===== config.mk =====
export PLATFORM = sky130hd
export DESIGN_NAME = sram_port_arbiter_flat
export DESIGN_NICKNAME = d
export VERILOG_FILES = /design/src/rtl/sram_port_arbiter_if.sv /design/src/rtl/sram_port_arbiter.sv /design/src/flat_wrapper.sv
export SDC_FILE = /design/constraint.sdc
export NUM_CORES = 1
export LEC_CHECK = 0
export CORE_AREA = 8 8 120 122
export CTS_BUF_LIST = sky130_fd_sc_hd__clkbuf_4 sky130_fd_sc_hd__clkbuf_8
export DETAILED_ROUTE_END_ITERATION = 7
export DIE_AREA = 0 0 128 130
export DONT_BUFFER_PORTS = 1
export PLACE_DENSITY_LB_ADDON = 0.1
export REMOVE_ABC_BUFFERS = 1
export SLEW_MARGIN = 20
export SYNTH_ARGS = -nofsm -noshare
export SYNTH_HDL_FRONTEND = slang
export SYNTH_SLANG_ARGS = --single-unit

===== constraint.sdc =====
create_clock -name clk -period 2.4 [get_ports clk]
set_clock_uncertainty 0.05 [all_clocks]
set_input_delay 0.48 -clock clk [delete_from_list [all_inputs] [get_ports clk]]
set_output_delay 0.48 -clock clk [all_outputs]
set_load 0.02 [all_outputs]

===== src/rtl/sram_port_arbiter_if.sv =====
// One sram-like memory port: address phase (req/addr_ok) and data phase (data_ok/rdata).
// The master drives the address phase; the slave answers both handshakes.
`timescale 1ns/1ps
interface sram_port_arbiter_if;
  logic        req;
  logic        wr;
  logic [1:0]  size;
  logic [31:0] addr;
  logic [3:0]  wstrb;
  logic [31:0] wdata;
  logic        addr_ok;
  logic        data_ok;
  logic [31:0] rdata;

  modport master (
    output req, wr, size, addr, wstrb, wdata,
    input  addr_ok, data_ok, rdata
  );

  modport slave (
    input  req, wr, size, addr, wstrb, wdata,
    output addr_ok, data_ok, rdata
  );
endinterface


===== src/rtl/sram_port_arbiter.sv =====
// Shares one sram-like port between the IF (inst) and EX/MEM (data) requesters, with
// in-order response routing. Define ARB_ROUND_ROBIN_EN for alternating grant priority.
`timescale 1ns/1ps
module sram_port_arbiter #(
  parameter int MAX_OUTSTANDING = 2
) (
  input  logic                      clk,
  input  logic                      resetn,
  sram_port_arbiter_if.slave        inst,
  sram_port_arbiter_if.slave        data,
  sram_port_arbiter_if.master       mem,
  output logic                      arb_err
);

  localparam int PTR_W = $clog2(MAX_OUTSTANDING);
  localparam int CNT_W = PTR_W + 1;
  localparam logic ID_INST = 1'b0;
  localparam logic ID_DATA = 1'b1;

  typedef enum logic {
    ST_OPEN   = 1'b0,
    ST_LOCKED = 1'b1
  } lock_state_t;

  lock_state_t      state, state_n;
  logic             lock_id, lock_id_n;

  logic [CNT_W-1:0] cnt;
  logic [PTR_W-1:0] wr_ptr, rd_ptr;
  logic             id_fifo [MAX_OUTSTANDING];

  logic             open_id;
  logic             gnt_id;
  logic             gnt_valid;
  logic             gnt_req;
  logic             mem_req_c;
  logic             slot_avail;
  logic             accept;
  logic             pop;
  logic             head_id;
  logic             resp_err;
  logic             drop_err;

`ifdef ARB_ROUND_ROBIN_EN
  logic last_grant;

  // On contention the requester that did not win the previous accept goes first.
  assign open_id = (data.req && inst.req) ? ~last_grant : data.req;

  always_ff @(posedge clk) begin
    if (!resetn) begin
      last_grant <= ID_INST;
    end else if (accept) begin
      last_grant <= gnt_id;
    end
  end
`else
  assign open_id = data.req ? ID_DATA : ID_INST;
`endif

  // A pop in the same cycle frees a slot, so a full FIFO can still accept.
  assign slot_avail = (cnt < CNT_W'(MAX_OUTSTANDING)) | pop;

  always_comb begin
    state_n   = state;
    lock_id_n = lock_id;
    gnt_id    = open_id;
    gnt_valid = inst.req | data.req;
    drop_err  = 1'b0;
    case (state)
      ST_OPEN: ;
      ST_LOCKED: begin
        gnt_id    = lock_id;
        gnt_valid = 1'b1;
      end
      default: ;
    endcase
    gnt_req   = (gnt_id == ID_DATA) ? data.req : inst.req;
    drop_err  = (state == ST_LOCKED) & ~gnt_req;
    mem_req_c = gnt_valid & gnt_req & slot_avail;
    accept    = mem_req_c & mem.addr_ok;
    if (mem_req_c && !mem.addr_ok) begin
      state_n   = ST_LOCKED;
      lock_id_n = gnt_id;
    end else begin
      state_n   = ST_OPEN;
    end
  end

  always_comb begin
    mem.req   = mem_req_c;
    mem.wr    = 1'b0;
    mem.size  = 2'b00;
    mem.addr  = 32'h0;
    mem.wstrb = 4'h0;
    mem.wdata = 32'h0;
    if (gnt_valid) begin
      if (gnt_id == ID_DATA) begin
        mem.wr    = data.wr;
        mem.size  = data.size;
        mem.addr  = data.addr;
        mem.wstrb = data.wstrb;
        mem.wdata = data.wdata;
      end else begin
        mem.wr    = inst.wr;
        mem.size  = inst.size;
        mem.addr  = inst.addr;
        mem.wstrb = inst.wstrb;
        mem.wdata = inst.wdata;
      end
    end
  end

  always_comb begin
    pop           = mem.data_ok & (cnt != '0);
    resp_err      = mem.data_ok & (cnt == '0);
    head_id       = id_fifo[rd_ptr];
    inst.addr_ok  = accept & (gnt_id == ID_INST);
    data.addr_ok  = accept & (gnt_id == ID_DATA);
    inst.data_ok  = pop & (head_id == ID_INST);
    data.data_ok  = pop & (head_id == ID_DATA);
    inst.rdata    = mem.rdata;
    data.rdata    = mem.rdata;
  end

  // ---- state register: lock, FIFO pointers/count, sticky error ----
  always_ff @(posedge clk) begin
    if (!resetn) begin
      state   <= ST_OPEN;
      lock_id <= ID_INST;
      cnt     <= '0;
      wr_ptr  <= '0;
      rd_ptr  <= '0;
      arb_err <= 1'b0;
    end else begin
      state   <= state_n;
      lock_id <= lock_id_n;
      if (accept) wr_ptr <= wr_ptr + PTR_W'(1);
      if (pop)    rd_ptr <= rd_ptr + PTR_W'(1);
      case ({accept, pop})
        2'b10:   cnt <= cnt + CNT_W'(1);
        2'b01:   cnt <= cnt - CNT_W'(1);
        default: cnt <= cnt;
      endcase
      arb_err <= arb_err | resp_err | drop_err;
    end
  end

  // ID storage is qualified by the pointers, so it needs no reset.
  always_ff @(posedge clk) begin
    if (accept) id_fifo[wr_ptr] <= gnt_id;
  end

endmodule


===== src/flat_wrapper.sv =====
// flat-port wrapper written by rule: the top's interface ports become plain ports
module sram_port_arbiter_flat 
#(
  parameter int MAX_OUTSTANDING = 2
)
  (clk, resetn, arb_err, inst_req, inst_wr, inst_size, inst_addr, inst_wstrb, inst_wdata, inst_addr_ok, inst_data_ok, inst_rdata, data_req, data_wr, data_size, data_addr, data_wstrb, data_wdata, data_addr_ok, data_data_ok, data_rdata, mem_req, mem_wr, mem_size, mem_addr, mem_wstrb, mem_wdata, mem_addr_ok, mem_data_ok, mem_rdata);
  sram_port_arbiter_if inst_i ();
  sram_port_arbiter_if data_i ();
  sram_port_arbiter_if mem_i ();
  input  logic clk;
  input  logic resetn;
  output logic arb_err;
  input wire logic [$bits(inst_i.req)-1:0] inst_req;
  input wire logic [$bits(inst_i.wr)-1:0] inst_wr;
  input wire logic [$bits(inst_i.size)-1:0] inst_size;
  input wire logic [$bits(inst_i.addr)-1:0] inst_addr;
  input wire logic [$bits(inst_i.wstrb)-1:0] inst_wstrb;
  input wire logic [$bits(inst_i.wdata)-1:0] inst_wdata;
  output wire logic [$bits(inst_i.addr_ok)-1:0] inst_addr_ok;
  output wire logic [$bits(inst_i.data_ok)-1:0] inst_data_ok;
  output wire logic [$bits(inst_i.rdata)-1:0] inst_rdata;
  input wire logic [$bits(data_i.req)-1:0] data_req;
  input wire logic [$bits(data_i.wr)-1:0] data_wr;
  input wire logic [$bits(data_i.size)-1:0] data_size;
  input wire logic [$bits(data_i.addr)-1:0] data_addr;
  input wire logic [$bits(data_i.wstrb)-1:0] data_wstrb;
  input wire logic [$bits(data_i.wdata)-1:0] data_wdata;
  output wire logic [$bits(data_i.addr_ok)-1:0] data_addr_ok;
  output wire logic [$bits(data_i.data_ok)-1:0] data_data_ok;
  output wire logic [$bits(data_i.rdata)-1:0] data_rdata;
  output wire logic [$bits(mem_i.req)-1:0] mem_req;
  output wire logic [$bits(mem_i.wr)-1:0] mem_wr;
  output wire logic [$bits(mem_i.size)-1:0] mem_size;
  output wire logic [$bits(mem_i.addr)-1:0] mem_addr;
  output wire logic [$bits(mem_i.wstrb)-1:0] mem_wstrb;
  output wire logic [$bits(mem_i.wdata)-1:0] mem_wdata;
  input wire logic [$bits(mem_i.addr_ok)-1:0] mem_addr_ok;
  input wire logic [$bits(mem_i.data_ok)-1:0] mem_data_ok;
  input wire logic [$bits(mem_i.rdata)-1:0] mem_rdata;
  assign inst_i.req = inst_req;
  assign inst_i.wr = inst_wr;
  assign inst_i.size = inst_size;
  assign inst_i.addr = inst_addr;
  assign inst_i.wstrb = inst_wstrb;
  assign inst_i.wdata = inst_wdata;
  assign inst_addr_ok = inst_i.addr_ok;
  assign inst_data_ok = inst_i.data_ok;
  assign inst_rdata = inst_i.rdata;
  assign data_i.req = data_req;
  assign data_i.wr = data_wr;
  assign data_i.size = data_size;
  assign data_i.addr = data_addr;
  assign data_i.wstrb = data_wstrb;
  assign data_i.wdata = data_wdata;
  assign data_addr_ok = data_i.addr_ok;
  assign data_data_ok = data_i.data_ok;
  assign data_rdata = data_i.rdata;
  assign mem_req = mem_i.req;
  assign mem_wr = mem_i.wr;
  assign mem_size = mem_i.size;
  assign mem_addr = mem_i.addr;
  assign mem_wstrb = mem_i.wstrb;
  assign mem_wdata = mem_i.wdata;
  assign mem_i.addr_ok = mem_addr_ok;
  assign mem_i.data_ok = mem_data_ok;
  assign mem_i.rdata = mem_rdata;
  sram_port_arbiter #(.MAX_OUTSTANDING(MAX_OUTSTANDING)) u_core (.clk(clk), .resetn(resetn), .inst(inst_i), .data(data_i), .mem(mem_i), .arb_err(arb_err));
endmodule

======== Word-level counts from Yosys, hierarchy flattened ========
Memories as Yosys holds them, arrays and structs flattened. A register that Yosys moved wholly into a read port is not among the register bits.
Cells that the tools add are included.
storage, ports and cells
  register bits ........................... 7
  memories kept ........................... 1
  output and inout port bits .............. 141
  bits of input ports ..................... 180
  RAM bits ................................ 2
  word-level logic and storage cells ...... 56
memories
  memory          depth  width  rd ports  clocked after memory_dff  wr ports  line                     text
  u_core.id_fifo  2      1      1         1                         1         sram_port_arbiter.sv:30  logic id_fifo [MAX_OUTSTANDING];
operators by class
  $lt $le $gt $ge ......................... 1
  reduce and logical (&&, ||, !) cells .... 5
  bitwise operators ....................... 17
  $add $sub $neg .......................... 4
  multiplexer cells ....................... 20
  eq/ne operators ......................... 2
operators with widths
  operator                                           count
  two-way mux 32 bit                                 4
  two-way mux 1 bit                                  11
  AND 1 bit                                          10
  two-way mux 4 bit                                  2
  two-way mux 2 bit                                  2
  OR 1 bit                                           4
  one-hot mux 2 bit (2 select lines)                 1
  nonzero test 2 bit                                 2
  inverter 1 bit                                     3
  adder 1 bit (second input constant)                2
  adder 2 x 1 -> 2 bit (second input constant)       1
  == test 2 x 1 -> 1 bit (second input constant)     1
  == test 2 bit (second input constant)              1
  zero test 2 bit                                    1
  < comparator 2 bit (second input constant)         1
  subtractor 2 x 1 -> 2 bit (second input constant)  1
  logical AND 1 bit                                  1
  zero test 1 bit                                    1

======== Depth between registers and ports, before layout ========
  depth after elaboration ................. 8
  depth in mapped cells ................... 6
  depth with buffers taken out ............ 6

======== Worst setup path after synthesis ========
Ideal clock, no wire load.
  kind .................................... input port to flip-flop
  start point ............................. input port inst_req
  end point ............................... register u_core.cnt[1]
  cell stages on the path ................. 5
  arrival time ............................ 1.986 ns
  required time ........................... 2.280 ns
  slack ................................... 0.295 ns
  path buffers ............................ 0
  cells stage by stage .................... a21bo_1 > a2111o_1 > ha_1 > or3_1 > a21oi_1
on the way
  word-level cells in the longest chain between the ends .. 7
ends and longest elaborated chain
  item                                                                             line                      text
  start: declaration                                                               flat_wrapper.sv:13        input wire logic [$bits(inst_i.req)-1:0] inst_req;
  OR 1 bit                                                                         sram_port_arbiter.sv:68   gnt_valid = inst.req | data.req;
  two-way mux 1 bit                                                                sram_port_arbiter.sv:70   case (state)
  AND 1 bit (*) (2 in series)                                                      sram_port_arbiter.sv:80   mem_req_c = gnt_valid & gnt_req & slot_avail;
  AND 1 bit (*)                                                                    sram_port_arbiter.sv:81   accept = mem_req_c & mem.addr_ok;
  == test 2 x 1 -> 1 bit / == test 2 bit (equally long branches)                   sram_port_arbiter.sv:140  case ({accept, pop})
  one-hot mux 2 bit (2 select lines) / nonzero test 2 bit (equally long branches)  n/a
  end signal: assignment                                                           sram_port_arbiter.sv:141  2'b10: cnt <= cnt + CNT_W'(1);
  end signal: assignment                                                           sram_port_arbiter.sv:142  2'b01: cnt <= cnt - CNT_W'(1);
  end signal: assignment                                                           sram_port_arbiter.sv:143  default: cnt <= cnt;
  end: declaration                                                                 sram_port_arbiter.sv:28   logic [CNT_W-1:0] cnt;
Mark *: on every way between the ends. The rest lies on a longest branch, timed or not.
A chain may end at the register's enable or synchronous reset.

======== Worst setup path after layout ========
  start point ............................. register u_core.lock_id
  end point ............................... output port data_addr_ok
on the way
  word-level cells in the longest chain between the ends .. 6
ends and longest elaborated chain
  item                      line                      text
  start: declaration        sram_port_arbiter.sv:26   logic lock_id, lock_id_n;
  start signal: assignment  sram_port_arbiter.sv:137  lock_id <= lock_id_n;
  two-way mux 1 bit (*)     sram_port_arbiter.sv:70
  two-way mux 1 bit         sram_port_arbiter.sv:78   gnt_req = (gnt_id == ID_DATA) ? data.req : inst.req;
  AND 1 bit (2 in series)   sram_port_arbiter.sv:80
  AND 1 bit                 sram_port_arbiter.sv:81
  AND 1 bit (*)             sram_port_arbiter.sv:119  data.addr_ok = accept & (gnt_id == ID_DATA);
  end: declaration          flat_wrapper.sv:28        output wire logic [$bits(data_i.addr_ok)-1:0] data_addr_ok;
Marks and branches as above.

==> results_dict.tcl <==
set metrics [dict create \
    synth.most_common_cell "a22o_1" \
    coreArea_um2 12400 \
    path_clk_slew_ns 0.05 \
    rows 41 \
    nets 336 \
    cts_inserted_buffers 3 \
    cts.sinks 10 \
    min_period_ns 2.26 \
    slowest_stage "a2111o_1" \
    grt_pass1_vias 1653 \
    drt_iter0_markers 48 \
    worstPathArrival_ns 1.73 \
    slew_headroom_pct 70.5 \
    worst_pin_slew_ns 0.441 \
    antenna_found_initial 0 \
    drive_above_1_share_pct 21.4 \
    synth_area_leader_cell "a22o_1" \
    post_cts_buffers 0 \
    max-vdd-ir-drop_v 0.000164 \
    fmaxAchievable_mhz 442 \
    yosysUniqueCellTypes 27 \
    status "completed" \
    vias_per_cell 4.48 \
    initial_core_util_pct 13.5 \
    grt_pass1_wl_um 13900 \
    track_usage_pct 11.9 \
    yosys.area.top_type_share_pct 37.2 \
    clockRootBuffer "clkbuf_8" \
    setup_tns_ns 0 \
    cts_htree_levels 1 \
    cp_cell_sequence "a21bo_1, a2111o_1, nor2b_1, buf_4" \
    place_ws_ns 0.183 \
    yosys_warnings 0 \
    grt_start_max_net_pins 60 \
    final_max_slew_viol_count 0 \
    setup_viol 0 \
    gr-total-overflow 0 \
    crit_path_end_kind "primary output" \
    timing.final.hold_violations 0 \
    ys_seq_area_share_pct 13.2 \
    drc_errors 0 \
    dr.pass1.iters 4 \
    dp.final_hpwl_um 10200 \
    critPathMaxStageDelay_ns 0.53 \
    wire_per_inst_um 34.2 \
    synthFlopType "dfxtp_1" \
    async_reset_ff_share_pct 0 \
    critPathRequiredTime_ns 1.87 \
    clk_latency_ns 0.23 \
    syn_area_per_cell_um2 8.23 \
    critPathMaxFanout 6 \
    start_kind "register" \
    period_share_pct 94.2 \
    synth_area_leaders "a22o_1 (37%), buf_4 (29%), dfxtp_1 (9.6%)" \
    worst_slack_ns 0.138 \
    port_buffers 0 \
    rsz0062_at_grt "no" \
    p_leak_uw 0.000696 \
    hold_path.class "in -> reg" \
    ios 321 \
    synth-edff-count 2 \
    chipWidth_um 128 \
    synth.ff_latch_count 10 \
    antennaDiodeCount 0 \
    areaGrowthSynthToFinish_pct 5.02 \
    cts_tree "built" \
    syn_area_um2 1670 \
    ant_nets 0 \
    wl_um 11100 \
    clk_path_buf_depth 2 \
    die_area_um2 16600 \
    vias 1460 \
    drv_cap 0 \
    crit_type "reg -> out" \
    die_h_um 130 \
    yosys-top-cells-count "a22o_1 (71), buf_4 (64), buf_2 (9), nor2_1 (9), dfxtp_1 (8)" \
    p_per_area_nw_per_um2 710 \
    place.gp.congestion 0.683 \
    holdWs_ns 0.324 \
    synthCells 203 \
]
==> placed cells by master, fill, tap and decap left out, types with 2 or more instances in the layout <==
cell and n:
a22o_1 71, buf_12 13, buf_4 13, clkbuf_8 3, dfxtp_1 7, edfxtp_1 2
inv_1 5, mux2i_1 4, nand2_1 4, nor2_1 9, nor2b_1 3, xor2_1 2
==> routing by layer <==
layer / vias to the layer above / GRT usage [%] / part of all wire [%]
met3: 0 / 11.6 / 19
li1: 598 / - / -
met4: 0 / 0.839 / 0
met2: 184 / 14.5 / 39
met5: - / 1.54 / 0
met1: 678 / 14.7 / 42
==> final timing paths <==
path / start / end / slack, ns / cells after the start
max: u_core.lock_id / data_addr_ok / 0.14 / 4
min: resetn / u_core.state / 0.32 / 1
max reg2reg: u_core.lock_id / u_core.cnt[1] / 0.27 / 5
min reg2reg: u_core.wr_ptr / u_core.wr_ptr / 0.43 / 2
==> cells by family after synthesis <==
kind of cell,after synthesis,synth area share [%]
muxes,6,3.67
AOI/OAI and AO/OA,79,41.3
adders and majority gates,1,0.749
DFF,10,13.2
buffers and inverters,84,33.9
and+or+nand+nor,20,5.62
xor gates and xnor gates,3,1.57
==> final cells by class <==
type / count / area (um2)
Clock buffer: 3 / 41.3
Clock inverter: 1 / 3.75
Fill cell: 1444 / 10700
Inverter: 5 / 18.8
Multi-Input combinational cell: 109 / 896
Sequential cell: 10 / 221
Tap cell: 172 / 215
Timing Repair Buffer: 26 / 358
==> critical path: cells and delay by family, from the launching register on <==
kind	cells	cell delay [ns]
flip-flops	1	0.38
buffers and inverters	1	0.16
AO/OA/AOI/OAI	2	0.76
AND/OR/NAND/NOR	1	0.18
==> flip-flops by register name (all words and copies together) (netlist names), named ones only <==
register	count
u_core.cnt	2
u_core.id_fifo	2
u_core.arb_err	1
u_core.lock_id	1
u_core.rd_ptr	1
u_core.state	1
u_core.wr_ptr	1
==> power by group <==
| part | switching, uW | total (uW) | leakage [uW] | internal [uW] |
|---|---|---|---|---|
| sequential | 42.6 | 256 | 0.0000850 | 213 |
| clock | 66.8 | 179 | 0.0000231 | 112 |
| combinational | 496 | 810 | 0.000588 | 314 |
==> stage by stage <==
step	cell area, um2	std cells	total power, uW	util, %
after global placement	1710	322	1090	13.8
after floorplan	1120	124	790	-
after CTS	1750	326	1280	14.1
after detailed placement	1710	322	1090	13.8
after global routing	1750	326	1330	14.1
final	1750	326	1240	14.1
==> repair_timing <==
action / 4_1_cts / 5_1_grt
hold endpoints to repair: 0 / 0
endpoints found under the setup margin: 0 / 4
resized for setup: 0 / 1
hold buffers: 0 / 0
Power figures use the tool's default switching activity.
